**config.mk**
```make
export PLATFORM = sky130hd
export DESIGN_NAME = mem_stage
export DESIGN_NICKNAME = d
export VERILOG_FILES = /design/src/rtl/mem_stage.sv
export SDC_FILE = /design/constraint.sdc
export NUM_CORES = 1
export LEC_CHECK = 0
export CORE_MARGIN = 4
export CORE_UTILIZATION = 38
export DETAILED_ROUTE_END_ITERATION = 8
export PLACE_DENSITY_LB_ADDON = 0.12
export SLEW_MARGIN = 20
export SYNTH_ARGS = -nofsm -noshare
export SYNTH_HDL_FRONTEND = slang
export SYNTH_SLANG_ARGS = --single-unit
```
**constraint.sdc**
```tcl
create_clock -name CLK -period 2.2 [get_ports CLK]
set_input_delay 0.44 -clock CLK [delete_from_list [all_inputs] [get_ports CLK]]
set_output_delay 0.44 -clock CLK [all_outputs]
set_load 0.03 [all_outputs]
```
**src/rtl/mem_stage.sv**
```systemverilog
// mem_stage: memory stage of the five-stage pipeline.
// Issues data-cache requests from the EX/MEM latch, holds the pipeline until
// dhit, keeps the LL/SC link register and owns the MEM/WB latch.
`timescale 1ns/1ps
module mem_stage #(
  parameter int WORD_W = 32,
  parameter int REG_W  = 5
) (
  input  logic              CLK,
  input  logic              nrst,
  input  logic              ihit,
  input  logic              em_valid,
  input  logic [WORD_W-1:0] em_aluout,
  input  logic [WORD_W-1:0] em_store,
  input  logic [WORD_W-1:0] em_npc,
  input  logic [REG_W-1:0]  em_dest,
  input  logic              em_dren,
  input  logic              em_dwen,
  input  logic              em_ll,
  input  logic              em_sc,
  input  logic              em_regwen,
  input  logic              em_memtoreg,
  input  logic              em_jal,
  input  logic              em_halt,
  input  logic              dhit,
  input  logic [WORD_W-1:0] dmemload,
  input  logic              llinv,
  input  logic [WORD_W-1:0] llinv_addr,
  output logic              dmemREN,
  output logic              dmemWEN,
  output logic [WORD_W-1:0] dmemaddr,
  output logic [WORD_W-1:0] dmemstore,
  output logic              mem_stall,
  output logic              mw_valid,
  output logic              mw_regwen,
  output logic              mw_halt,
  output logic [REG_W-1:0]  mw_dest,
  output logic [WORD_W-1:0] mw_wdat
);

  typedef enum logic {ACCESS = 1'b0, DONE = 1'b1} state_t;

  state_t              state_q, state_d;
  logic [WORD_W-1:0]   hold_data_q, hold_data_d;
  logic                link_valid_q, link_valid_d;
  logic [WORD_W-1:0]   link_addr_q, link_addr_d;

  logic                mw_valid_q, mw_valid_d;
  logic                mw_regwen_q, mw_regwen_d;
  logic                mw_halt_q, mw_halt_d;
  logic [REG_W-1:0]    mw_dest_q, mw_dest_d;
  logic [WORD_W-1:0]   mw_wdat_q, mw_wdat_d;

  logic                sc_ok;
  logic                rd_req;
  logic                wr_req;
  logic                mop;
  logic                advance;
  logic [WORD_W-1:0]   load_data;
  logic [WORD_W-1:0]   wdat_sel;

  // An SC only writes (and only waits on the cache) while the link still
  // covers its address; the decoder also raises em_dwen for SC, so the
  // plain-store term masks SC out to keep a failed SC from stalling.
  assign sc_ok   = link_valid_q & (link_addr_q == em_aluout);
  assign rd_req  = em_valid & em_dren;
  assign wr_req  = em_valid & ((em_dwen & ~em_sc) | (em_sc & sc_ok));
  assign mop     = rd_req | wr_req;

  assign mem_stall = mop & (state_q == ACCESS) & ~dhit;
  assign advance   = ihit & ~mem_stall;

  assign dmemaddr  = em_aluout;
  assign dmemstore = em_store;

  // Once the cache has answered, the data lives in hold_data until commit.
  assign load_data = (state_q == DONE) ? hold_data_q : dmemload;

  // Writeback data select: load, then link address, then SC flag, then ALU.
  always_comb begin
    wdat_sel = em_aluout;
    if (em_memtoreg)
      wdat_sel = load_data;
    else if (em_jal)
      wdat_sel = em_npc;
    else if (em_sc)
      wdat_sel = {{(WORD_W-1){1'b0}}, sc_ok};
  end

  // Access FSM: issue requests in ACCESS, park in DONE while waiting for ihit.
  always_comb begin
    state_d     = state_q;
    hold_data_d = hold_data_q;
    dmemREN     = 1'b0;
    dmemWEN     = 1'b0;
    case (state_q)
      ACCESS: begin
        dmemREN = rd_req;
        dmemWEN = wr_req;
        if (mop & dhit & ~ihit) begin
          state_d     = DONE;
          hold_data_d = dmemload;
        end
      end
      DONE: begin
        if (advance)
          state_d = ACCESS;
      end
    endcase
  end

  // Link register: invalidates apply every cycle, a committing LL overrides.
  always_comb begin
    link_valid_d = link_valid_q;
    link_addr_d  = link_addr_q;
    if (llinv && (llinv_addr == link_addr_q))
      link_valid_d = 1'b0;
    if (advance & em_valid) begin
      if (em_ll) begin
        link_valid_d = 1'b1;
        link_addr_d  = em_aluout;
      end else if (em_sc) begin
        link_valid_d = 1'b0;
      end else if (em_dwen && (em_aluout == link_addr_q)) begin
        link_valid_d = 1'b0;
      end
    end
  end

  // MEM/WB latch next state: load on advance, otherwise insert a bubble.
  always_comb begin
    mw_valid_d  = 1'b0;
    mw_regwen_d = 1'b0;
    mw_halt_d   = mw_halt_q;
    mw_dest_d   = mw_dest_q;
    mw_wdat_d   = mw_wdat_q;
    if (advance) begin
      mw_valid_d  = em_valid;
      mw_regwen_d = em_regwen & em_valid;
      mw_halt_d   = mw_halt_q | (em_halt & em_valid);
      mw_dest_d   = em_dest;
      mw_wdat_d   = wdat_sel;
    end
  end

  // State, link and MEM/WB registers with asynchronous reset.
  always_ff @(posedge CLK or negedge nrst) begin
    if (!nrst) begin
      state_q      <= ACCESS;
      hold_data_q  <= '0;
      link_valid_q <= 1'b0;
      link_addr_q  <= '0;
      mw_valid_q   <= 1'b0;
      mw_regwen_q  <= 1'b0;
      mw_halt_q    <= 1'b0;
      mw_dest_q    <= '0;
      mw_wdat_q    <= '0;
    end else begin
      state_q      <= state_d;
      hold_data_q  <= hold_data_d;
      link_valid_q <= link_valid_d;
      link_addr_q  <= link_addr_d;
      mw_valid_q   <= mw_valid_d;
      mw_regwen_q  <= mw_regwen_d;
      mw_halt_q    <= mw_halt_d;
      mw_dest_q    <= mw_dest_d;
      mw_wdat_q    <= mw_wdat_d;
    end
  end

  assign mw_valid  = mw_valid_q;
  assign mw_regwen = mw_regwen_q;
  assign mw_halt   = mw_halt_q;
  assign mw_dest   = mw_dest_q;
  assign mw_wdat   = mw_wdat_q;

endmodule

```
# Word-level counts from Yosys, hierarchy flattened
# Index checks and enable logic that the tools add are counted.
dict set report totals {
  register_bits 106
  in_bits 179
  elab_cells 53
  output_inout_bits 107
}
dict set report op_classes {
  reduce_logical 4
  eq_ne 3
  bitwise_logic 21
  mux 16
}
# cell count
set ops {}
lappend ops {{2-to-1 mux 32 bit} 4}
lappend ops {{== test 32 bit} 3}
lappend ops {{AND 1 bit} 13}
lappend ops {{2-to-1 mux 1 bit} 11}
lappend ops {{inverter 1 bit} 5}
lappend ops {{AND reduction 2 bit} 2}
lappend ops {{bitwise OR 1 bit} 3}
lappend ops {{logical AND 1 bit} 2}
lappend ops {{case mux 1 bit (2 select lines)} 1}

# Logic depth before layout (Yosys ltp)
dict set report depth {
  ltp_word 12
  ltp_mapped 8
  ltp_nobuf 6
}

# Worst setup path before layout
# OpenSTA, ideal clock, no wires.
dict set report synth_path {
  path_type {input port to output port}
  startpoint {input port em_aluout[17]}
  endpoint {output port mem_stall}
  slack_ps -483
  stages 5
  arrival_ps 2243
  path_cell_list {xor2_1 > nor4_1 > nand4_2 > o31ai_2 > nor3b_1}
}
dict set report synth_between {
  elab_chain_cells 8
}
# element line_no
set synth_lines {}
lappend synth_lines {{from (decl)} 13} ;# input logic [WORD_W-1:0] em_aluout,
lappend synth_lines {{== test 32 bit} 65} ;# assign sc_ok = link_valid_q & (link_addr_q == em_aluout);
lappend synth_lines {{AND 1 bit} 65}
lappend synth_lines {{AND 1 bit} 67} ;# assign wr_req = em_valid & ((em_dwen & ~em_sc) | (em_sc & sc_ok));
lappend synth_lines {{bitwise OR 1 bit} 67}
lappend synth_lines {{AND 1 bit} 67}
lappend synth_lines {{bitwise OR 1 bit} 68} ;# assign mop = rd_req | wr_req;
lappend synth_lines {{AND 1 bit (2 in a row)} 70} ;# assign mem_stall = mop & (state_q == ACCESS) & ~dhit;
lappend synth_lines {{to (decl)} 33} ;# output logic mem_stall,
# No other way between the ends.

# Final worst setup path
dict set report layout_path {
  startpoint {register link_addr_q[25]}
  endpoint {output port dmemWEN}
}
dict set report layout_between {
  elab_chain_cells 6
}
# element line_no
set layout_lines {}
lappend layout_lines {{from (decl)} 46} ;# logic [WORD_W-1:0] link_addr_q, link_addr_d;
lappend layout_lines {{from (signal assigned)} 162} ;# link_addr_q <= link_addr_d;
lappend layout_lines {{== test 32 bit} 65}
lappend layout_lines {{AND 1 bit} 65}
lappend layout_lines {{AND 1 bit} 67}
lappend layout_lines {{bitwise OR 1 bit} 67}
lappend layout_lines {{AND 1 bit} 67}
lappend layout_lines {{2-to-1 mux 1 bit} 96} ;# case (state_q)
lappend layout_lines {{to (decl)} 30} ;# output logic dmemWEN,
# No other way between the ends.

==> metrics.md <==
| Metric | Value |
|---|---|
| Final hold slack | `46.16 ps` |
| Sw Share | `0.3122` |
| Post-route DRC | `0` |
| Finish-stage setup viols | `107` |
| Crit end category | `primary output` |
| Kind of critical path | `reg -> out` |
| Cts bufs inserted | `9` |
| Power Density | `727.6 nW/um^2` |
| P_int | `4.823 mW` |
| RSZ-0062 raised after global routing | `true` |
| Total of max-cap violations | `0` |
| Arr. time, crit path | `2250 ps` |
| Die area | `18490 um^2` |
| Fin worst setup slack | `-494.8 ps` |
| Least-Margin Pin Slew | `601.6 ps` |
| Status | `finished, violations left` |
| Iter 0 DRT Violations | `251` |
| Maximum number of pins on one net before global-route repair | `43` |
| Cell count after synthesis | `515` |
| Sequential element share of the synthesized area | `0.4263` |
| Lkg Pwr | `4.143 nW` |
| Min cycle time layout | `2695 ps` |
| Fraction of registers with async set/reset | `1.000` |
| Global-route wire length before repair | `31060 um` |
| GRT Total Usage | `0.2237` |
| Power consumption | `7.012 mW` |
| Initial antenna violation count | `3` |
| Failing checks | `setup timing` |
| Via density | `5.150` |
| Worst EP required | `1760 ps` |
| Fin Clk Skew | `12.52 ps` |
| Yosys reg bits | `106` |
| DRT Pass-1 Iters | `6` |
| Clock sinks | `106` |
| Synthesized cell area | `6222 um^2` |
| Mapped Nets | `694` |
| I/O pins | `286` |
| Final hold vios | `0` |
| Combinational Power Share | `0.372` |
| Syn_area_per_cell | `12.08 um^2` |
| Nets@finish | `948` |
| CTS H-tree lvls | `3` |
| Post-Route WL | `21040 um` |
| Seq pwr share | `0.372` |
| Final count of pins violating max slew | `0` |
| Die Y | `136.0 um` |
| Reg2Reg Depth | `12` |
| Crit start category | `register` |
| # fillers | `1310` |
| Post-DP HPWL | `15450 um` |
| Library cells used by synthesis | `38` |
| CTS Buffer Depth | `2` |
| Vias in the first global route | `5425` |
| Area growth from synthesis to final layout | `54.90%` |
| Type of the most critical hold path | `in -> async` |
| Power share of the clock group | `0.256` |
| Number of flops mapped to enable cells by yosys | `0` |
| Wirelength per Cell | `21.19 um` |
| Via count | `5114` |
| Initial Util | `0.3903` |
| Max Freq | `371.1 MHz` |
| Die width | `136.0 um` |
| Post-DRT Antenna Nets | `0` |
| Slew HR | `0.5989` |
| Synth Warn # | `0` |
| Clock slew at reported path FFs | `70 ps` |
| Placer Congestion | `0.8762` |
| Max FO, Critical Path | `2` |
| Core Box Area | `15940 um^2` |
| Final worst path period share | `1.225` |
| CTS tree | `yes` |
| Synth Flop Type | `dfrtp_1` |
| Final global-route overflow total | `0` |
| Share of layout cells above drive strength 1 | `0.3824` |
| P_sw | `2.189 mW` |
| Root buffer cell | `clkbuf_16` |
| Max VDD drop | `442.3 uV` |
| CTS Hold Bufs | `0` |
| I/O Buffers | `221` |
| Clock latency on the worst-skew pair | `360 ps` |
| Std-Cell Rows | `46` |
==> power by group through the flow <==
stage | Sequential, mW | Combinational, mW | Clock (mW)
after floorplan | 2.87 | 1.17 | 0
after global placement | 2.61 | 2.45 | 0
after detailed placement | 2.63 | 2.49 | 0
after CTS | 2.60 | 2.60 | 1.86
after global routing | 2.65 | 2.77 | 1.94
final | 2.61 | 2.61 | 1.80
==> synthesized netlist by cell type (8+ instances only) <==
| cell | number | area (um^2) |
|---|---|---|
| a221oi_1 | 29 | 254.0 |
| buf_4 | 64 | 480.5 |
| nand4_1 | 8 | 50.05 |
| nor4_1 | 9 | 56.30 |
| clkbuf_1 | 16 | 60.06 |
| mux2_4 | 30 | 450.4 |
| xnor2_1 | 28 | 245.2 |
| dfrtp_1 | 106 | 2653 |
| mux2i_1 | 31 | 310.3 |
| mux2_2 | 72 | 810.8 |
| xor2_1 | 36 | 315.3 |
| a21oi_1 | 36 | 180.2 |
==> metal layers <==
metal,up-vias,wire length (um),GRT usage
met5,-,0,0
met4,0,519,0.08511
met3,33,1242,0.05107
met2,215,10110,0.3614
met1,2548,9161,0.2932
li1,2318,-,-
==> placed cells by master (no fill, tap or decap), drive strengths merged, types with 2 or more instances in the layout <==
| cell type | Yosys | routed |
|---|---|---|
| inv | 4 | 7 |
| a211oi | 2 | 2 |
| xor2 | 36 | 36 |
| a21oi | 36 | 36 |
| dfrtp | 106 | 106 |
| mux2 | 102 | 102 |
| buf | 75 | 147 |
| nor3b | 3 | 3 |
| bufinv | 0 | 2 |
| dlygate4sd2 | 0 | 32 |
| nand3 | 5 | 5 |
| a221oi | 29 | 29 |
| nand2 | 6 | 6 |
| mux2i | 31 | 31 |
| nor4 | 10 | 10 |
| xnor2 | 28 | 28 |
| o31ai | 2 | 2 |
| clkdlybuf4s50 | 0 | 152 |
| nand4 | 9 | 9 |
| diode | 0 | 3 |
| clkbuf | 16 | 12 |
| nor2 | 3 | 3 |
| clkinv | 0 | 2 |
==> flip-flops by register name, summed over array words and instances, names as in the netlist <==
register      count
link_addr_q      32
mw_regwen         1
mw_valid          1
mw_wdat          32
link_valid_q      1
mw_dest           5
mw_halt           1
state_q           1
hold_data_q      32
==> kinds of logic (layout without fill, tap and decap cells) <==
logic type      count (synthesis)  after routing  share of synthesized area
compound gates                 78             78                    0.08828
xor+xnor                       64             64                    0.09009
buf+inv                        95            354                     0.1038
flops                         106            106                     0.4263
mux                           133            133                     0.2526
other cells                     0              3                          0
simple gates                   39             39                    0.03901
==> through the flow <==
step | TNS, ps | instance area (um^2) | worst slack, ps | util | cells
global placement | -70020 | 8855 | -734.4 | 0.5554 | 957
floorplan | -89.92 | 6246 | -89.92 | - | 515
global route | -37620 | 9638 | -601.0 | 0.6045 | 993
detailed placement | -78540 | 8855 | -808.8 | 0.5554 | 957
finish | -30170 | 9638 | -494.8 | 0.6045 | 993
CTS | -20520 | 9554 | -470.2 | 0.5993 | 987
==> worst max-delay path, stage by stage (launching register included) <==
cell     delay, ps
dfrtp_1        400
xor2_1         150
nor4_2         260
buf_4          160
nand4_1        180
buf_4          220
nor2_4         120
nand3_2        120
a21oi_2        150
buf_6          140
==> path summary, 6_finish.rpt <==
path / startpoint / slack, ps / endpoint
setup / recovery: link_addr_q[25] / -490 / dmemWEN
hold / removal: nrst / 50 / hold_data_q[10]
setup reg to reg: link_addr_q[25] / -390 / link_addr_q[19]
hold reg to reg: mw_halt / 460 / mw_halt
max in group asynchronous: nrst / 1550 / link_addr_q[3]
min in group CLK: mw_halt / 460 / mw_halt
==> final cells by class <==
class,instances,area (um^2),area share
Inverter,4,15.01,0.001558
Multi-Input combinational cell,314,3115,0.3233
Tap cell,216,270.3,0.02804
Timing Repair Buffer,334,3252,0.3374
Clock buffer,9,225.2,0.02337
Clock inverter,7,98.84,0.01026
Sequential cell,106,2654,0.2753
Antenna cell,3,7.507,0.0007789
==> repair_timing <==
item	in CTS	in global routing
pin swaps	21	5
endpoints found under the setup margin	107	107
cloned	6	2
resized for setup	75	7
buffers inserted	9	3
Power figures use the tool's default switching activity.
